## config.mk

```make
export PLATFORM = sky130hd
export DESIGN_NAME = rr_burst_xfer
export DESIGN_NICKNAME = d
export VERILOG_FILES = /design/src/rtl/rr_burst_xfer.sv
export SDC_FILE = /design/constraint.sdc
export NUM_CORES = 1
export LEC_CHECK = 0
export ABC_AREA = 1
export ABC_CLOCK_PERIOD_IN_PS = 1450
export BUFFER_PORTS_ARGS = -buffer_cell sky130_fd_sc_hd__buf_2
export CORE_ASPECT_RATIO = 1.2
export CORE_MARGIN = 4
export CORE_UTILIZATION = 44
export DETAILED_ROUTE_END_ITERATION = 12
export PLACE_DENSITY_LB_ADDON = 0.15
export SYNTH_ARGS = -nofsm -noshare
export SYNTH_HDL_FRONTEND = slang
export SYNTH_SLANG_ARGS = --single-unit
```

## constraint.sdc

```tcl
create_clock -name clk -period 1.45 [get_ports clk]
set_clock_uncertainty 0.1 [all_clocks]
set_input_delay 0.29 -clock clk [delete_from_list [all_inputs] [get_ports clk]]
set_output_delay 0.29 -clock clk [all_outputs]
set_load 0.005 [all_outputs]
```

## src/rtl/rr_burst_xfer.sv

```systemverilog
// Burst mover behind a 4-way round-robin arbiter. It samples a one-hot grant while idle,
// streams len+1 beats from the granted source over valid/ready, then holds off for a short gap.
module rr_burst_xfer #(
    parameter int DATA_W  = 8,
    parameter int LEN_W   = 4,
    parameter int GAP_CYC = 2
) (
    input  logic                  clk,
    input  logic                  rst_n,
    input  logic [3:0]            gnt,
    input  logic [3:0]            req_in,
    input  logic [4*DATA_W-1:0]   src_data,
    input  logic [4*LEN_W-1:0]    src_len,
    output logic [3:0]            src_pop,
    output logic [3:0]            src_done,
    output logic                  m_valid,
    output logic [DATA_W-1:0]     m_data,
    output logic                  m_last,
    output logic [1:0]            m_src,
    input  logic                  m_ready,
    output logic                  busy,
    output logic                  gnt_err
);

    localparam int GAP_W = (GAP_CYC > 1) ? $clog2(GAP_CYC) : 1;

    typedef enum logic [1:0] {
        ST_IDLE = 2'd0,
        ST_XFER = 2'd1,
        ST_GAP  = 2'd2
    } state_t;

    state_t             r_state, w_state_nx;
    logic [1:0]         r_idx, w_idx_nx;
    logic [LEN_W-1:0]   r_len, w_len_nx;
    logic [LEN_W-1:0]   r_beat_cnt, w_beat_nx;
    logic [GAP_W-1:0]   r_gap_cnt, w_gap_nx;
    logic [3:0]         r_done, w_done_nx;
    logic               r_gnt_err, w_err_nx;

    logic               w_gnt_onehot;
    logic [1:0]         w_gnt_idx;
    logic               w_xfer;
    logic               w_hs;
    logic               w_at_last;
    logic [3:0]         w_idx_oh;

    // A grant is usable only if exactly one bit is set.
    assign w_gnt_onehot = (gnt != 4'd0) && ((gnt & (gnt - 4'd1)) == 4'd0);

    always_comb begin
        w_gnt_idx = 2'd0;
        case (gnt)
            4'b0010: w_gnt_idx = 2'd1;
            4'b0100: w_gnt_idx = 2'd2;
            4'b1000: w_gnt_idx = 2'd3;
            default: w_gnt_idx = 2'd0;
        endcase
    end

    assign w_xfer    = (r_state == ST_XFER);
    assign w_hs      = w_xfer && m_ready;
    assign w_at_last = (r_beat_cnt == r_len);
    assign w_idx_oh  = 4'b0001 << r_idx;

    always_ff @(posedge clk or negedge rst_n) begin
        if (!rst_n) begin
            r_state    <= ST_IDLE;
            r_idx      <= 2'd0;
            r_len      <= '0;
            r_beat_cnt <= '0;
            r_gap_cnt  <= '0;
            r_done     <= 4'd0;
            r_gnt_err  <= 1'b0;
        end else begin
            r_state    <= w_state_nx;
            r_idx      <= w_idx_nx;
            r_len      <= w_len_nx;
            r_beat_cnt <= w_beat_nx;
            r_gap_cnt  <= w_gap_nx;
            r_done     <= w_done_nx;
            r_gnt_err  <= w_err_nx;
        end
    end

    always_comb begin
        w_state_nx = r_state;
        w_idx_nx   = r_idx;
        w_len_nx   = r_len;
        w_beat_nx  = r_beat_cnt;
        w_gap_nx   = r_gap_cnt;
        w_done_nx  = 4'd0;
        w_err_nx   = r_gnt_err;
        case (r_state)
            ST_IDLE: begin
                if (w_gnt_onehot) begin
                    // Stale grants (requester already dropped) are ignored.
                    if ((gnt & req_in) != 4'd0) begin
                        w_idx_nx   = w_gnt_idx;
                        w_len_nx   = src_len[w_gnt_idx*LEN_W +: LEN_W];
                        w_beat_nx  = '0;
                        w_state_nx = ST_XFER;
                    end
                end else if (gnt != 4'd0) begin
                    w_err_nx = 1'b1;
                end
            end
            ST_XFER: begin
                if (w_hs) begin
                    if (w_at_last) begin
                        w_done_nx  = w_idx_oh;
                        w_gap_nx   = GAP_W'(GAP_CYC - 1);
                        w_state_nx = ST_GAP;
                    end else begin
                        w_beat_nx = r_beat_cnt + LEN_W'(1);
                    end
                end
            end
            ST_GAP: begin
                if (r_gap_cnt == '0) begin
                    w_state_nx = ST_IDLE;
                end else begin
                    w_gap_nx = r_gap_cnt - GAP_W'(1);
                end
            end
            default: begin
                w_state_nx = ST_IDLE;
            end
        endcase
    end

    assign m_valid  = w_xfer;
    assign m_data   = w_xfer ? src_data[r_idx*DATA_W +: DATA_W] : '0;
    assign m_last   = w_xfer && w_at_last;
    assign m_src    = r_idx;
    assign src_pop  = w_hs ? w_idx_oh : 4'd0;
    assign src_done = r_done;
    assign busy     = (r_state != ST_IDLE);
    assign gnt_err  = r_gnt_err;

endmodule

```

; ---- Word-level counts from Yosys, hierarchy flattened
; Cells that the tools add are included.
[classes]
multipliers = 0
n_reduce_logical = 15
magnitude_cmp = 0
addsub = 3
mux = 21
n_eq_ne = 12
div = 0
n_bitwise = 3
n_shift = 3
[op_table]
columns = cell, count
row1 = $mux 4, 8
row2 = $shiftx 32x6->8, 1
row3 = $shiftx 16x5->4, 1
row4 = $pmux 2 s3, 2
row5 = $mux 2, 5
row6 = $reduce_and 5->1, 2
row7 = $reduce_and 3->1, 3
row8 = $and 4x4->4, 2
row9 = $mux 8, 1
row10 = $ne 2x2->1 const B, 4
row11 = $pmux 4 s2, 1
row12 = $reduce_bool 4->1, 2
row13 = $reduce_bool 2->1, 3
row14 = $add 4x1->4 const B, 1
row15 = $eq 4x2->1 const B, 1
row16 = $eq 4x3->1 const B, 1
row17 = $eq 4x4->1, 1
row18 = $eq 4x4->1 const B, 1
row19 = $logic_not 4->1, 1
row20 = $ne 2x1->1 const B, 2
row21 = $shl 1x2->4 const A, 1
row22 = $sub 4x1->4 const B, 1
row23 = $logic_and 1x1->1, 3
row24 = $mux 1, 3
row25 = 6 further kinds, 6
[totals]
reg_bits = 18
latch_bits = 0
mem_count = 0
ramBits = 0
mem_bits_ro = 0

; ---- Depth between registers and ports, before layout
; Gate-level depths: netlist (run 1).
[depth]
ltp_word = 6
mapped_depth = 10

; ---- Worst setup path before layout (run 1)
; OpenSTA, ideal clock, no wires.
[synth_timing]
kind = reg-to-output
from = register r_idx[0], in the netlist m_src[0]
to = output m_data[0]
path_stages_with_launch = 5
slack_ps = -17
required_time_ps = 1060
t_arrival_ps = 1077
n_path_buf = 1
path_cell_list = dfrtp_1 -> clkinv_1 -> clkbuf_1 -> nand3_1 -> a41oi_1
[synth_via]
elab_chain_cells = 2
[synth_rtl]
columns = item, line
row1 = start: declaration, 34  ; logic [1:0] r_idx, w_idx_nx;
row2 = start signal: assignment, 77  ; r_idx <= w_idx_nx;
row3 = $shiftx 32x6->8, 133  ; assign m_data = w_xfer ? src_data[r_idx*DATA_W +: DATA_W] : '0;
row4 = $mux 8, 133
row5 = end: declaration, 17  ; output logic [DATA_W-1:0] m_data,
; Every way passes these cells.

; ---- Worst setup path in the final report (run 1)
[layout_timing]
from = register r_state[0]
to = output m_data[0]
[layout_via]
elab_chain_cells = 2
[layout_rtl]
columns = item, line
row1 = start: declaration, 33  ; state_t r_state, w_state_nx;
row2 = start signal: assignment, 76  ; r_state <= w_state_nx;
row3 = $eq 2x1->1, 61  ; assign w_xfer = (r_state == ST_XFER);
row4 = $mux 8, 133
; Every way passes these cells.

==> run summary, run 1 <==
Max-cap violations in this run came to 0. The number of detailed-routing iterations run before antenna repair is 4, and the post-detailed-routing wire length is 4130 um. The logs give 6580 um for the first-pass GRT wire length and 81 for the top-level I/O count. After synthesis, the cell types taking the most area are sky130_fd_sc_hd__dfrtp_1 32%, sky130_fd_sc_hd__nand2_1 19%, sky130_fd_sc_hd__nand3_1 15%.

The clock-pin slew of the registers on the worst-case setup and hold paths works out to 0.10 ns. The tools report the overall power as 3460 uW. After synthesis the netlist holds a flip-flop and latch count of 18. In this run the power density over the cells is 1630 nW/um^2. The worst reg2reg path startpoint is r_state[1]$_DFFE_PN0P_. The element type at the critical path end was an output pin. The tools report the hold path startpoint as m_ready.

The number of global-route vias before repair is 1666. The data required time at the worst endpoint is 1.06 ns. The netlist uses 26 different library cells. The average wire per cell in the routed design was 11.7 um.

The synthesized netlist devotes 9.87% of its cell area to compound gates. Die area: 4170 um^2. The final reports fail on negative setup slack. The clock passes through at most 2 buffers.

The tools report the slack of the critical path as -0.308 ns. The critical path goes through inv_2 > nor2_4 > inv_4 > buf_12 > a41oi_2 > buf_2. The mux contribution to synthesized area was 0%. At the later pin of the worst-skew pair, clock insertion delay measures 0.29 ns.

Initial antenna violation count: 0. TritonCTS built the clock tree. The setup path with the least slack is of type reg -> out. Cells fill 69.6% of the core in the end. The total clock sinks came out at 18. Row count: 22. The main flop type after synthesis was sky130_fd_sc_hd__dfrtp_1.

The number of slew-limit violations in the final report is 0, and the CTS H-tree depth is 1. The placed instances occupy a cell area of 1970 um^2. Setup repair after global routing could not meet its margin everywhere. The worst path needs 1.76 ns of the cycle, external delays included.

For flop-to-flop paths, the worst setup slack is 0.03 ns. By area, the combinational part of the netlist is dominated by simple AND/OR/NAND/NOR gates. The number of buffer cells added on primary ports was 80. Setup violations remaining at the end of the flow were counted as 15. The most area-hungry cell type in the Yosys netlist was sky130_fd_sc_hd__dfrtp_1. 0 antenna diodes ended up in the layout.

The tools report the final global-route overflow total as 0. Measured against its own limit, the worst slew margin works out to 73.6%. After Yosys synthesis, full adders, half adders and majority gates account for 0.889% of the synthesized area. The number of DRC markers after the initial detailed-route iteration was 106. The actual transition at the worst max-transition pin came out at 0.396 ns.

The run gives 0.166 ns as the worst slack on hold paths. The residual antenna-violating net count after detailed routing was 0. Total vias in the final route: 1730.

The width of the chip was 59.6 um. After detailed routing, the number of remaining DRC violations is 0. The detailed-route vias per instance was 4.91; the post-detailed-placement half-perimeter wirelength was 3200 um. Area share of the leading cell type in the synthesized netlist: 32.0%.

Final hold violation count: 0. The synthesized netlist devotes 1.24% of its cell area to XOR and XNOR gates. Cells with a size suffix above 1 make up 42.7% of the layout.

The post-synthesis average cell area is 6.52 um^2. For the global routing usage summed across all routing layers, the log shows 19.5%. Counting every net in the synthesized netlist gives 276. Vertical extent of the die: 70.0 um. The largest single stage delay on the critical path is 0.38 ns. The total non-filler cell area in the finished layout is 2130 um^2.

The highest ir drop seen on vdd came out at 0.000946 V. The flow ran to the end, but the final reports show violations. Synthesis produced 216 cells. The number of fill cells was 298; the buffering stage count on the worst path with inverters included was 4. Count of flip-flops with a built-in enable after synthesis: 0. The critical path starts at r_state[0]$_DFFE_PN0P_. The critical path data arrival time is 1.37 ns.

The cell with the largest stage delay on the worst path is sky130_fd_sc_hd__dfrtp_1. Summing the areas of all and, or, nand and nor instances in the mapped netlist gives 44.4% of the synthesized area. Among cell families on the critical path, the largest total delay comes from buffers and inverters.

Most instantiated library cell after synthesis: sky130_fd_sc_hd__nand2_1. After synthesis, flip-flops and latches occupy 32.0% of the total area. The analysis attributes to cell leakage a power of 0.00120 uW. The congestion estimate from routability-driven global placement came to 0.746. The cell sitting at the root of the clock tree is a sky130_fd_sc_hd__clkbuf_4. The achievable frequency is 569 MHz, and the post-synthesis to final-layout area growth is 51.0%.

The worst hold path belongs to the class in -> reg. In this run the standard cell core region covers 3060 um^2. The post-synthesis async set-or-reset flop share is 100%. Final cycle utilization of the critical path: 121%.

By count the netlist is led by 70 x sky130_fd_sc_hd__nand2_1, 41 x sky130_fd_sc_hd__nand3_1, 28 x sky130_fd_sc_hd__inv_1. The initial cell density of the core was 46.1%; the post-synthesis instance area was 1410 um^2. The tools report the net count reported at finish as 377. The largest driver fanout on the critical path came out at 8.

The Yosys step of the flow raised 0 warnings. The worst setup path is launched from a register. In this run, CTS created clock tree buffers numbering 3.

Entering global routing, the biggest net connects 21 pins.
==> what timing repair did <==
action / 4_1_cts / 5_1_grt
hold buffers: 1 / 0
pin swaps: 0 / 2
resized for setup: 7 / 15
endpoints found under the hold margin: 18 / 0
setup endpoints to repair: 15 / 27
buffers inserted: 2 / 2
==> metal layers <==
metal,share of wire (%),up-vias,global-route usage [%]
met1,37,743,20.6
met4,2.0,0,6.90
met3,11,7,3.33
met5,0,-,0
met2,50,79,36.9
li1,-,901,-
==> stage by stage <==
step	setup TNS (ns)	setup WS [ns]	cells
6_report	-3.89	-0.308	352
2_1_floorplan	0	0.0199	216
3_3_place_gp	-0.907	-0.111	343
4_1_cts	-3.95	-0.303	350
5_1_grt	-5.75	-0.401	352
3_5_place_dp	-1.02	-0.140	343
==> where the power goes <==
group	switching [uW]	total, uW	internal (uW)
sequential	108	762	654
combinational	1330	2390	1060
clock	154	307	153
total	1590	3460	1870
==> cell families after synthesis <==
logic type / count (synthesis)
AO/OA/AOI/OAI: 17
XOR/XNOR: 2
flip-flops: 18
adder cells (fa/ha/maj): 1
buffers and inverters: 40
AND/OR/NAND/NOR: 138
==> flip-flops by register name (all words and copies together), names as in the netlist <==
register,flops
m_src,2
src_done,4
r_beat_cnt,4
r_gap_cnt,1
r_state,2
r_len,4
gnt_err,1
==> final timing paths <==
path | cells after the start | endpoint
worst min register to register | 1 | gnt_err$_DFFE_PN0P_
worst min-delay path | 3 | r_gap_cnt$_DFFE_PN0P_
max in group asynchronous | 2 | m_src[0]$_DFFE_PN0P_
min in group asynchronous | 2 | gnt_err$_DFFE_PN0P_
worst max register to register | 6 | m_src[0]$_DFFE_PN0P_
worst max-delay path | 6 | m_data[0]
==> final cells by class <==
type,count,area (um^2),area share (%)
clock buffers,4,36.3,1.71
multi-input cells,158,856,40.3
repair buffers,105,614,28.9
well taps,36,45.0,2.12
flip-flops and latches,18,450,21.2
inverters,31,124,5.83
==> worst reg2reg max path, cell delays in order (launching register included) <==
cell,delay [ns]
sky130_fd_sc_hd__dfrtp_1,0.42
sky130_fd_sc_hd__buf_4,0.14
sky130_fd_sc_hd__nor2_1,0.15
sky130_fd_sc_hd__nand3_2,0.16
sky130_fd_sc_hd__buf_4,0.20
sky130_fd_sc_hd__nand2_1,0.05
sky130_fd_sc_hd__o21ai_0,0.08
==> layout by cell type (no fill, tap or decap), drive strengths merged <==
cell type / n
a21boi: 1
nand4: 1
o21ai: 3
clkbuf: 4
nor2: 16
inv: 29
a41oi: 8
o21bai: 1
nand3: 43
ha: 1
dfrtp: 18
nor3: 4
clkinv: 2
buf: 104
dlygate4sd3: 1
xor2: 1
nand2: 74
xnor2: 1
o211ai: 4
Note: power is estimated with default switching activity, not from simulation.
==> run 2: changes to the inputs <==
Settings changed: CAP_MARGIN set to 0, CELL_PAD_IN_SITES_DETAIL_PLACEMENT set to 1, CELL_PAD_IN_SITES_GLOBAL_PLACEMENT set to 1, CORE_MARGIN 4 to 3, CORE_UTILIZATION 44 to 29.
==> run summary, run 2 (same netlist as run 1, synthesis figures left out) <==
Total clock buffers created by CTS: 3 (unchanged). The net count reported at finish came out at 386 (+2.4%). The worst hold path belongs to the class in -> reg.

The actual transition at the worst max-transition pin was 0.405 ns (+0.00875 ns). The weighted congestion at the end of routability-driven global placement was 0.736 (-1.3%). The final global-route overflow total came out at 0 (unchanged). The run gives -0.02 ns (-0.05 ns) as the setup slack on the worst flop-to-flop path.

The CTS H-tree depth was 1 (unchanged). Cell depth of the worst flop-to-flop path: 8 (+2). The initial cell density of the core was 30.4% (-16 points). The logs give 18 (unchanged) for the total clock sinks and 4 (unchanged) for the number of detailed-routing iterations run before antenna repair.

The worst hold path depth is 3 (unchanged). The logs give 27 (+23%) for the row count and 4630 um^2 (+51%) for the area of the core. The area occupied by registers came out at 450 um^2 (unchanged). Total vias in the final route: 1824 (+5.4%). The shortest period the worst path allows is 1.75 ns (-0.00808 ns), and the largest driver fanout on the critical path is 18 (+10). The number of slew-limit violations in the final report is 0 (unchanged). The worst hold path begins at m_ready.

The total non-filler cell area in the finished layout is 2290 um^2 (+7.8%), and the multi-input combinational cell area is 896 um^2 (+4.7%). The run gives 370 (+7.9%) as the cell count after placement. The tools report the global routing usage summed across all routing layers as 16.9% (-2.6 points).

The final cell count without fillers is 383 (+8.8%). The width of the chip is 69.6 um (+17%). The flow ran to the end, but the final reports show violations. The path with the worst hold slack has its endpoint at r_gap_cnt$_DFFE_PN0P_. The tools report the final hold violation count as 0 (unchanged). The overall power was 3840 uW (+11%). In the layout the commonest cells are 80 x sky130_fd_sc_hd__buf_2, 68 x sky130_fd_sc_hd__nand2_1, 40 x sky130_fd_sc_hd__nand3_1. The maximum single-stage delay on the critical path is 0.41 ns (+0.03 ns), and the post-synthesis to final-layout area growth is 62.8%. Proportion of layout cells with a drive suffix above 1: 45.8% (+3.1 points).

The die area is 5730 um^2 (+37%). The post-detailed-placement half-perimeter wirelength was 3750 um (+17%); the number of global-route vias before repair was 1826 (+9.6%). For the post-place instance area, the log shows 2050 um^2 (+3.9%).

Clock-pin slew of the registers on the worst-case setup and hold paths: 0.07 ns (-0.03 ns). The achievable frequency was 572 MHz (+0.46%); the first-pass GRT wire length was 7990 um (+21%). The deepest clock path buffer count is 2 (unchanged).

The run gives 19 (-9.5%) as the pin count of the biggest net entering global routing. The leakage power of the design was 0.00126 uW (+5.3%); the top-level I/O count was 81 (unchanged). The detailed-route vias per instance was 4.76 (-3.1%).

Number of DRC markers after the initial detailed-route iteration: 53 (-50%). The tree is rooted in a sky130_fd_sc_hd__clkbuf_8. For the worst slew margin relative to its limit, the log shows 73.0% (-0.58 points). Leaving out fill and tap cells, the most frequent cell in the layout is sky130_fd_sc_hd__buf_2. The residual antenna-violating net count after detailed routing is 0 (unchanged).

The number of buffer cells added on primary ports is 80 (unchanged). The tools report the element type at the critical path end as an output pin. The areal power density over the cells is 1680 nW/um^2 (+3.1%). The final reports fail on negative setup slack. The critical path data arrival time was 1.36 ns (about the same); the antenna diode count was 0 (unchanged). The vertical extent of the die works out to 82.3 um (+18%). The worst register-to-register path begins at r_len[3]$_DFFE_PN0P_. The sum of negative setup slack was -3.22 ns (+0.678 ns); the initial antenna violation count was 0 (unchanged).

The run gives 644 (+120%) as the number of fill cells. By startpoint and endpoint, the worst setup path is classified as reg -> out. TritonCTS built the clock tree. Count of max-cap constraint violations: 0 (unchanged).

For the placement-stage worst setup slack, the log shows -0.160 ns (-0.0200 ns). The clock latency reported for the late side of the worst-skew pair came out at 0.26 ns (-0.03 ns). The startpoint type of the worst setup path was a register.

The tools report the data required time at the worst endpoint as 1.06 ns (about the same). For the final number of setup-violating endpoints, the log shows 15 (unchanged). For the DRC violation count after routing, the log shows 0 (unchanged). The run gives 4970 um (+20%) as the post-detailed-routing wire length. The average wire per cell in the routed design was 13.0 um (+11%). The tools report the highest ir drop seen on vdd as 0.000589 V (-38%).

The endpoint identified for the worst register-to-register timing path is src_done[3]$_DFF_PN0_. The final cycle utilization of the critical path was 121% (-0.56 points). Traced cell by cell, the critical path runs through clkinv_1 > buf_12 > nand3_1 > a41oi_2 > buf_2.

The slowest stage of the critical path is the sky130_fd_sc_hd__dfrtp_1 cell. Setup repair after global routing could not meet its margin everywhere. The tools report the slack of the critical path as -0.300 ns (+0.00808 ns).
[run 2: cell types whose count changed in the layout (fill, tap and decap cells not counted), sizes merged]
cell	previous run	this run
buf	104	113
[run 2: area by class of cell]
type | count | share of cell area (%)
clock buffers | 4 | 2.40
flip-flops and latches | 18 | 19.7
inverters | 31 | 5.24
repair buffers | 114 | 30.5
multi-input cells | 158 | 39.1
well taps | 58 | 3.17
[run 2: repair_timing]
action	in CTS	in global routing
endpoints found under the hold margin	18	0
buffers inserted	5	5
hold buffers	1	0
setup endpoints to repair	14	30
gates resized for setup	12	18
pin swaps	4	7
[run 2: worst max-delay path by stage]
stage | start | cells after the start | to
after floorplan | m_src[1]$_DFFE_PN0P_ | 4 | m_data[0]
after global placement | m_src[1]$_DFFE_PN0P_ | 4 | m_data[3]
after detailed placement | m_src[1]$_DFFE_PN0P_ | 4 | m_data[4]
after CTS | m_src[0]$_DFFE_PN0P_ | 5 | m_data[0]
after global routing | m_src[0]$_DFFE_PN0P_ | 5 | m_data[6]
final | m_src[0]$_DFFE_PN0P_ | 5 | m_data[6]
[run 2: power by group]
group          switching, uW  leakage [uW]  internal (uW)
clock                    178     0.0000288            241
combinational           1450       0.00100           1210
sequential               112      0.000230            654
[run 2: worst max-delay path, delay by kind of cell (launching register included)]
family                 cells  cell delay (ns)
DFF                        1             0.41
buffers and inverters      3             0.36
and+or+nand+nor            1             0.12
AOI/OAI and AO/OA          1             0.21
[run 2: metrics by stage]
stage	utilization (%)	hold slack (ns)
floorplan	-	-0.106
global placement	44.2	0.146
detailed placement	44.2	0.146
CTS	47.3	0.207
global route	49.5	0.217
finish	49.5	0.211
[run 2: metal layers]
| layer | track usage (%) | wire length (um) | vias up | part of all wire [%] |
|---|---|---|---|---|
| met5 | 0 | 0 | - | 0 |
| met4 | 5.86 | 72 | 0 | 1.4 |
| met3 | 1.82 | 240 | 6 | 4.8 |
| met2 | 32.3 | 2700 | 57 | 54 |
| met1 | 19.8 | 1960 | 847 | 39 |
| li1 | - | - | 914 | - |
